`config.mk`:
```
export PLATFORM = sky130hd
export DESIGN_NAME = dff8_share_arbiter
export DESIGN_NICKNAME = d
export VERILOG_FILES = /design/src/rtl/dff8_share_arbiter_pkg.sv /design/src/rtl/dff8_share_arbiter_rr_pick.sv /design/src/rtl/dff8_share_arbiter.sv
export SDC_FILE = /design/constraint.sdc
export NUM_CORES = 1
export LEC_CHECK = 0
export CAP_MARGIN = 40
export CORE_MARGIN = 2
export CORE_UTILIZATION = 46
export DETAILED_ROUTE_END_ITERATION = 10
export MAX_ROUTING_LAYER = met4
export PLACE_DENSITY_LB_ADDON = 0.15
export SLEW_MARGIN = 5
export SYNTH_ARGS = -nofsm -noshare
export SYNTH_HDL_FRONTEND = slang
export SYNTH_SLANG_ARGS = --single-unit
```
`constraint.sdc`:
```
create_clock -name CLK -period 3.15 [get_ports CLK]
set_input_delay 0.4725 -clock CLK [delete_from_list [all_inputs] [get_ports CLK]]
set_output_delay 0.4725 -clock CLK [all_outputs]
set_load 0.01 [all_outputs]
```
`src/rtl/dff8_share_arbiter_pkg.sv`:
```
// rtl/dff8_share_arbiter_pkg.sv - shared types and width helpers for the shared-register arbiter
package dff8_share_arbiter_pkg;

  typedef enum logic [1:0] {
    IDLE  = 2'd0,
    GRANT = 2'd1,
    HOLD  = 2'd2,
    CLEAR = 2'd3
  } state_t;

  // Requester index width; a 2-requester arbiter still needs one bit.
  function automatic int idx_w(input int n);
    return (n <= 2) ? 1 : $clog2(n);
  endfunction

  // Hold counter width: it only ever holds HOLD_CYCLES-1 down to 0.
  function automatic int cnt_w(input int hold);
    return (hold <= 2) ? 1 : $clog2(hold);
  endfunction

endpackage

```
`src/rtl/dff8_share_arbiter_rr_pick.sv`:
```
// rtl/dff8_share_arbiter_rr_pick.sv - combinational round-robin selector
module rr_pick #(
  parameter int N  = 4,
  parameter int IW = 2
) (
  input  logic [N-1:0]  req,
  input  logic [IW-1:0] ptr,
  output logic          valid,
  output logic [IW-1:0] idx
);

  // Walk from the farthest candidate back to ptr so the nearest set bit wins.
  always_comb begin
    idx = '0;
    for (int k = N - 1; k >= 0; k--) begin
      if (req[(int'(ptr) + k) % N]) begin
        idx = IW'((int'(ptr) + k) % N);
      end
    end
  end

  assign valid = |req;

endmodule

```
`src/rtl/dff8_share_arbiter.sv`:
```
// rtl/dff8_share_arbiter.sv - round-robin write sequencer in front of the shared clearable register
module dff8_share_arbiter
  import dff8_share_arbiter_pkg::*;
#(
  parameter int N_REQ       = 4,
  parameter int WIDTH       = 8,
  parameter int HOLD_CYCLES = 2
) (
  input  logic                      CLK,
  input  logic                      Asynch_clr,
  input  logic [N_REQ-1:0]          req,
  input  logic [N_REQ*WIDTH-1:0]    wr_data,
  input  logic                      clr_req,
  output logic [N_REQ-1:0]          gnt,
  output logic [N_REQ-1:0]          ack,
  output logic                      clr_ack,
  output logic [WIDTH-1:0]          Q,
  output logic [idx_w(N_REQ)-1:0]   owner,
  output logic                      busy
);

  localparam int IDX_W = idx_w(N_REQ);
  localparam int CW    = cnt_w(HOLD_CYCLES);

  state_t             state, state_n;
  logic [IDX_W-1:0]   ptr, ptr_n;
  logic [IDX_W-1:0]   owner_n;
  logic [N_REQ-1:0]   gnt_n, ack_n;
  logic               clr_ack_n;
  logic [WIDTH-1:0]   q_n;
  logic [CW-1:0]      cnt, cnt_n;
  logic               pick_valid;
  logic [IDX_W-1:0]   pick_idx;

  rr_pick #(
    .N  (N_REQ),
    .IW (IDX_W)
  ) u_rr_pick (
    .req   (req),
    .ptr   (ptr),
    .valid (pick_valid),
    .idx   (pick_idx)
  );

  // State register.
  always_ff @(posedge CLK or posedge Asynch_clr) begin
    if (Asynch_clr) begin
      state <= IDLE;
    end else begin
      state <= state_n;
    end
  end

  // Next-state and next-output decode; every output is registered below.
  always_comb begin
    state_n   = state;
    ptr_n     = ptr;
    owner_n   = owner;
    gnt_n     = gnt;
    ack_n     = '0;
    clr_ack_n = 1'b0;
    q_n       = Q;
    cnt_n     = cnt;
    case (state)
      IDLE: begin
        if (clr_req) begin
          state_n = CLEAR;
        end else if (pick_valid) begin
          gnt_n   = N_REQ'(1) << pick_idx;
          owner_n = pick_idx;
          state_n = GRANT;
        end
      end
      GRANT: begin
        if (req[owner]) begin
          q_n     = wr_data[int'(owner)*WIDTH +: WIDTH];
          ack_n   = N_REQ'(1) << owner;
          cnt_n   = CW'(HOLD_CYCLES - 1);
          state_n = HOLD;
        end else begin
          // Requester withdrew: release without writing and keep ptr so it is not skipped.
          gnt_n   = '0;
          state_n = IDLE;
        end
      end
      HOLD: begin
        if (cnt == '0) begin
          gnt_n   = '0;
          ptr_n   = (int'(owner) == N_REQ - 1) ? '0 : owner + IDX_W'(1);
          state_n = IDLE;
        end else begin
          cnt_n = cnt - CW'(1);
        end
      end
      CLEAR: begin
        q_n       = '0;
        clr_ack_n = 1'b1;
        state_n   = IDLE;
      end
      default: state_n = IDLE;
    endcase
  end

  // Control and output registers.
  always_ff @(posedge CLK or posedge Asynch_clr) begin
    if (Asynch_clr) begin
      ptr     <= '0;
      owner   <= '0;
      gnt     <= '0;
      ack     <= '0;
      clr_ack <= 1'b0;
      cnt     <= '0;
    end else begin
      ptr     <= ptr_n;
      owner   <= owner_n;
      gnt     <= gnt_n;
      ack     <= ack_n;
      clr_ack <= clr_ack_n;
      cnt     <= cnt_n;
    end
  end

  // The shared datapath register, cleared asynchronously like the original D-register.
  always_ff @(posedge CLK or posedge Asynch_clr) begin
    if (Asynch_clr) begin
      Q <= '0;
    end else begin
      Q <= q_n;
    end
  end

  assign busy = (state != IDLE);

endmodule

```
==> qor.yml <==
clock_network:
  hold_buffers: 0
  cts_buffer_depth: 2
  clk_pin_slew_ps: 130
  clockRootBuffer: "clkbuf_4"
  cts.sinks: 24
  post_cts_buffers: 0
  insertion_delay_ps: 320
  h-tree-depth: 1
  post_cts_resized: 0
  cts_tree: "built"
  cts_buffers: 3
synthesis:
  synth_flop_cell: "dfrtp_1"
  synth-edff-count: 0
  syn_inst: 123
  synth_seq_cells: 24
  synth_area_um2: 1429
  synth-seq-area-share_pct: 42.03
  ys_warn_count: 0
  syn_avg_cell_area_um2: 11.62
  ys_async_sr_fraction_pct: 100.0
  syn-num-nets: 172
  ys_types: 31
final_layout:
  finalInstanceArea_um2: 2082
  multi_input_area_um2: 768.2
  layout-drive-gt1-share_pct: 10.99
  diodes: 0
  areaGrowthSynthToFinish_pct: 45.71
  num-fill-cells: 238
  mostFrequentLayoutCell: "clkdlybuf4s50_1"
  ff_latch_area_um2: 600.6
  final_cell_mix: "clkdlybuf4s50_1 (58), dfrtp_1 (24), o21ai_0 (12)"
  nNetsFinal: 233
power_and_ir_drop:
  power_w: 0.001612
  p_leak_nw: 0.9114
  powerDensity_nw_per_um2: 774.4
  ir_drop_mv: 0.4014
setup_path:
  path_cells: "inv_1 > ha_1 > inv_1 > clkdlybuf4s50_1"
  rr_endpoint: "Q[5]$_DFFE_PP0P_"
  r2r_start: "owner[0]$_DFFE_PP0P_"
  regToRegSetupSlack_ps: 1090
  arrival_ps: 1730
  end_kind: "output port"
  crit_buf_inv: 3
  critPathSlowestCell: "clkdlybuf4s50_1"
  path_delay_family: "buffers and inverters"
  cp_common_cell: "inv_1"
  crit_type: "register to output port"
  max_stage_delay_ps: 540
  worst_ep_required_time_ps: 2680
  worst-path-max-fanout: 5
  rr_worst_depth: 5
  start_kind: "register"
detailed_routing:
  wirelength_um: 3324
  post_drt_wl_per_cell_um: 15.46
  vias: 1210
  final_antenna_net_count: 0
  avgViaCountPerCell: 5.628
  first_iter_violations: 73
  drt_first_pass_iters: 4
  post-route-drc-count: 0
sta:
  slew_headroom_pct: 63.56
  worst_slack_ps: 946.7
  drv_slew: 0
  fin_crit_ps: 2203
  setup_viol: 0
  fmax_ghz: 0.4539
  fin_setup_tns_ps: 0
  hold_viol: 0
  skew_ps: 13.27
  tightest_slew_ps: 546.6
  rsz0062_at_grt: "false"
  fin_crit_sh_pct: 69.94
grt:
  grt_usage_pct: 21.49
  grt_max_degree: 19
  grt_pass1_wl_um: 5699
  grt_pass1_vias: 1279
  antenna_found_initial: 0
  gr-total-overflow: 0
floorplan:
  fp.dieW_um: 59.74
  num_io_pins: 59
  die-area_um2: 3568
  start_util_pct: 47.58
  die_h_um: 59.74
  coreArea_um2: 3003
  rows: 20
placed_design:
  dp_hpwl_um: 2689
  gp_congestion: 0.7855
  placed_cell_area_um2: 2059
  place_ws_ps: 766.8
  io_buffers: 58
outcome:
  outcome: "complete, no violations"
run:
  maxCapViolations: 0
min_path:
  hold_path.class: "input pin to asynchronous set/reset pin"
final cells by class:
| cell class | instances | share of cell area [%] |
|---|---|---|
| timing repair buffer | 60 | 29.57 |
| sequential | 24 | 28.85 |
| inverter | 9 | 1.623 |
| tap | 33 | 1.983 |
| multi-input combinational | 86 | 36.90 |
| clock buffer | 3 | 1.082 |
state kept, by name (all words and copies together), names as in the netlist:
register,cells
ptr,2
state,2
gnt,4
cnt,1
clr_ack,1
ack,4
Q,8
owner,2
cells in the mapped netlist, types with 4 or more instances:
master / instances / area [µm²]
a21oi_1: 4 / 20.02
a22o_1: 5 / 43.79
and3_1: 4 / 25.02
dfrtp_1: 24 / 600.6
ha_1: 10 / 125.1
inv_1: 9 / 33.78
mux2i_1: 5 / 50.05
mux4_2: 9 / 202.7
nand2_1: 9 / 33.78
nor2_1: 5 / 18.77
o21ai_0: 12 / 60.06
o41ai_1: 4 / 35.03
metrics by stage:
step           hold slack, ps  instances  util [%]
2_1_floorplan           470.2        123         -
5_1_grt                 441.6        215     69.33
4_1_cts                 421.1        215     69.33
3_3_place_gp            492.0        211     67.67
3_5_place_dp            495.7        212     68.58
6_report                405.9        215     69.33
cell families after synthesis:
logic type | share of synthesized area (%)
AND/OR/NAND/NOR | 10.68
multiplexers | 19.26
AO/OA/AOI/OAI | 15.06
adder cells (fa/ha/maj) | 8.757
flip-flops | 42.03
buffers and inverters | 4.203
report_power, final:
part / switching, W / leakage, nW / internal, W
Clock: 0.0000892 / 0.0138 / 0.0000448
Sequential: 0.000103 / 0.312 / 0.000421
Combinational: 0.000449 / 0.585 / 0.000505
worst max path at each step:
| stage | cells past startpoint | start | slack [ps] | to |
|---|---|---|---|---|
| floorplan | 3 | req[0] | 1440 | state[0]$_DFFE_PP0P_ |
| global route | 4 | state[0]$_DFFE_PP0P_ | 840 | busy |
| CTS | 4 | state[0]$_DFFE_PP0P_ | 950 | busy |
| global placement | 5 | req[3] | 850 | Q[3]$_DFFE_PP0P_ |
| detailed placement | 5 | req[0] | 770 | Q[3]$_DFFE_PP0P_ |
| finish | 4 | state[0]$_DFFE_PP0P_ | 950 | busy |
per-layer routing:
metal | vias to the layer above | track usage [%] | part of all wire [%]
li1 | 574 | - | -
met1 | 590 | 28.06 | 43
met2 | 42 | 34.78 | 51
met3 | 4 | 2.597 | 5.3
met4 | 0 | 6.984 | 0.75
met5 | - | - | 0
No activity file was read; power rests on OpenSTA's default activity.
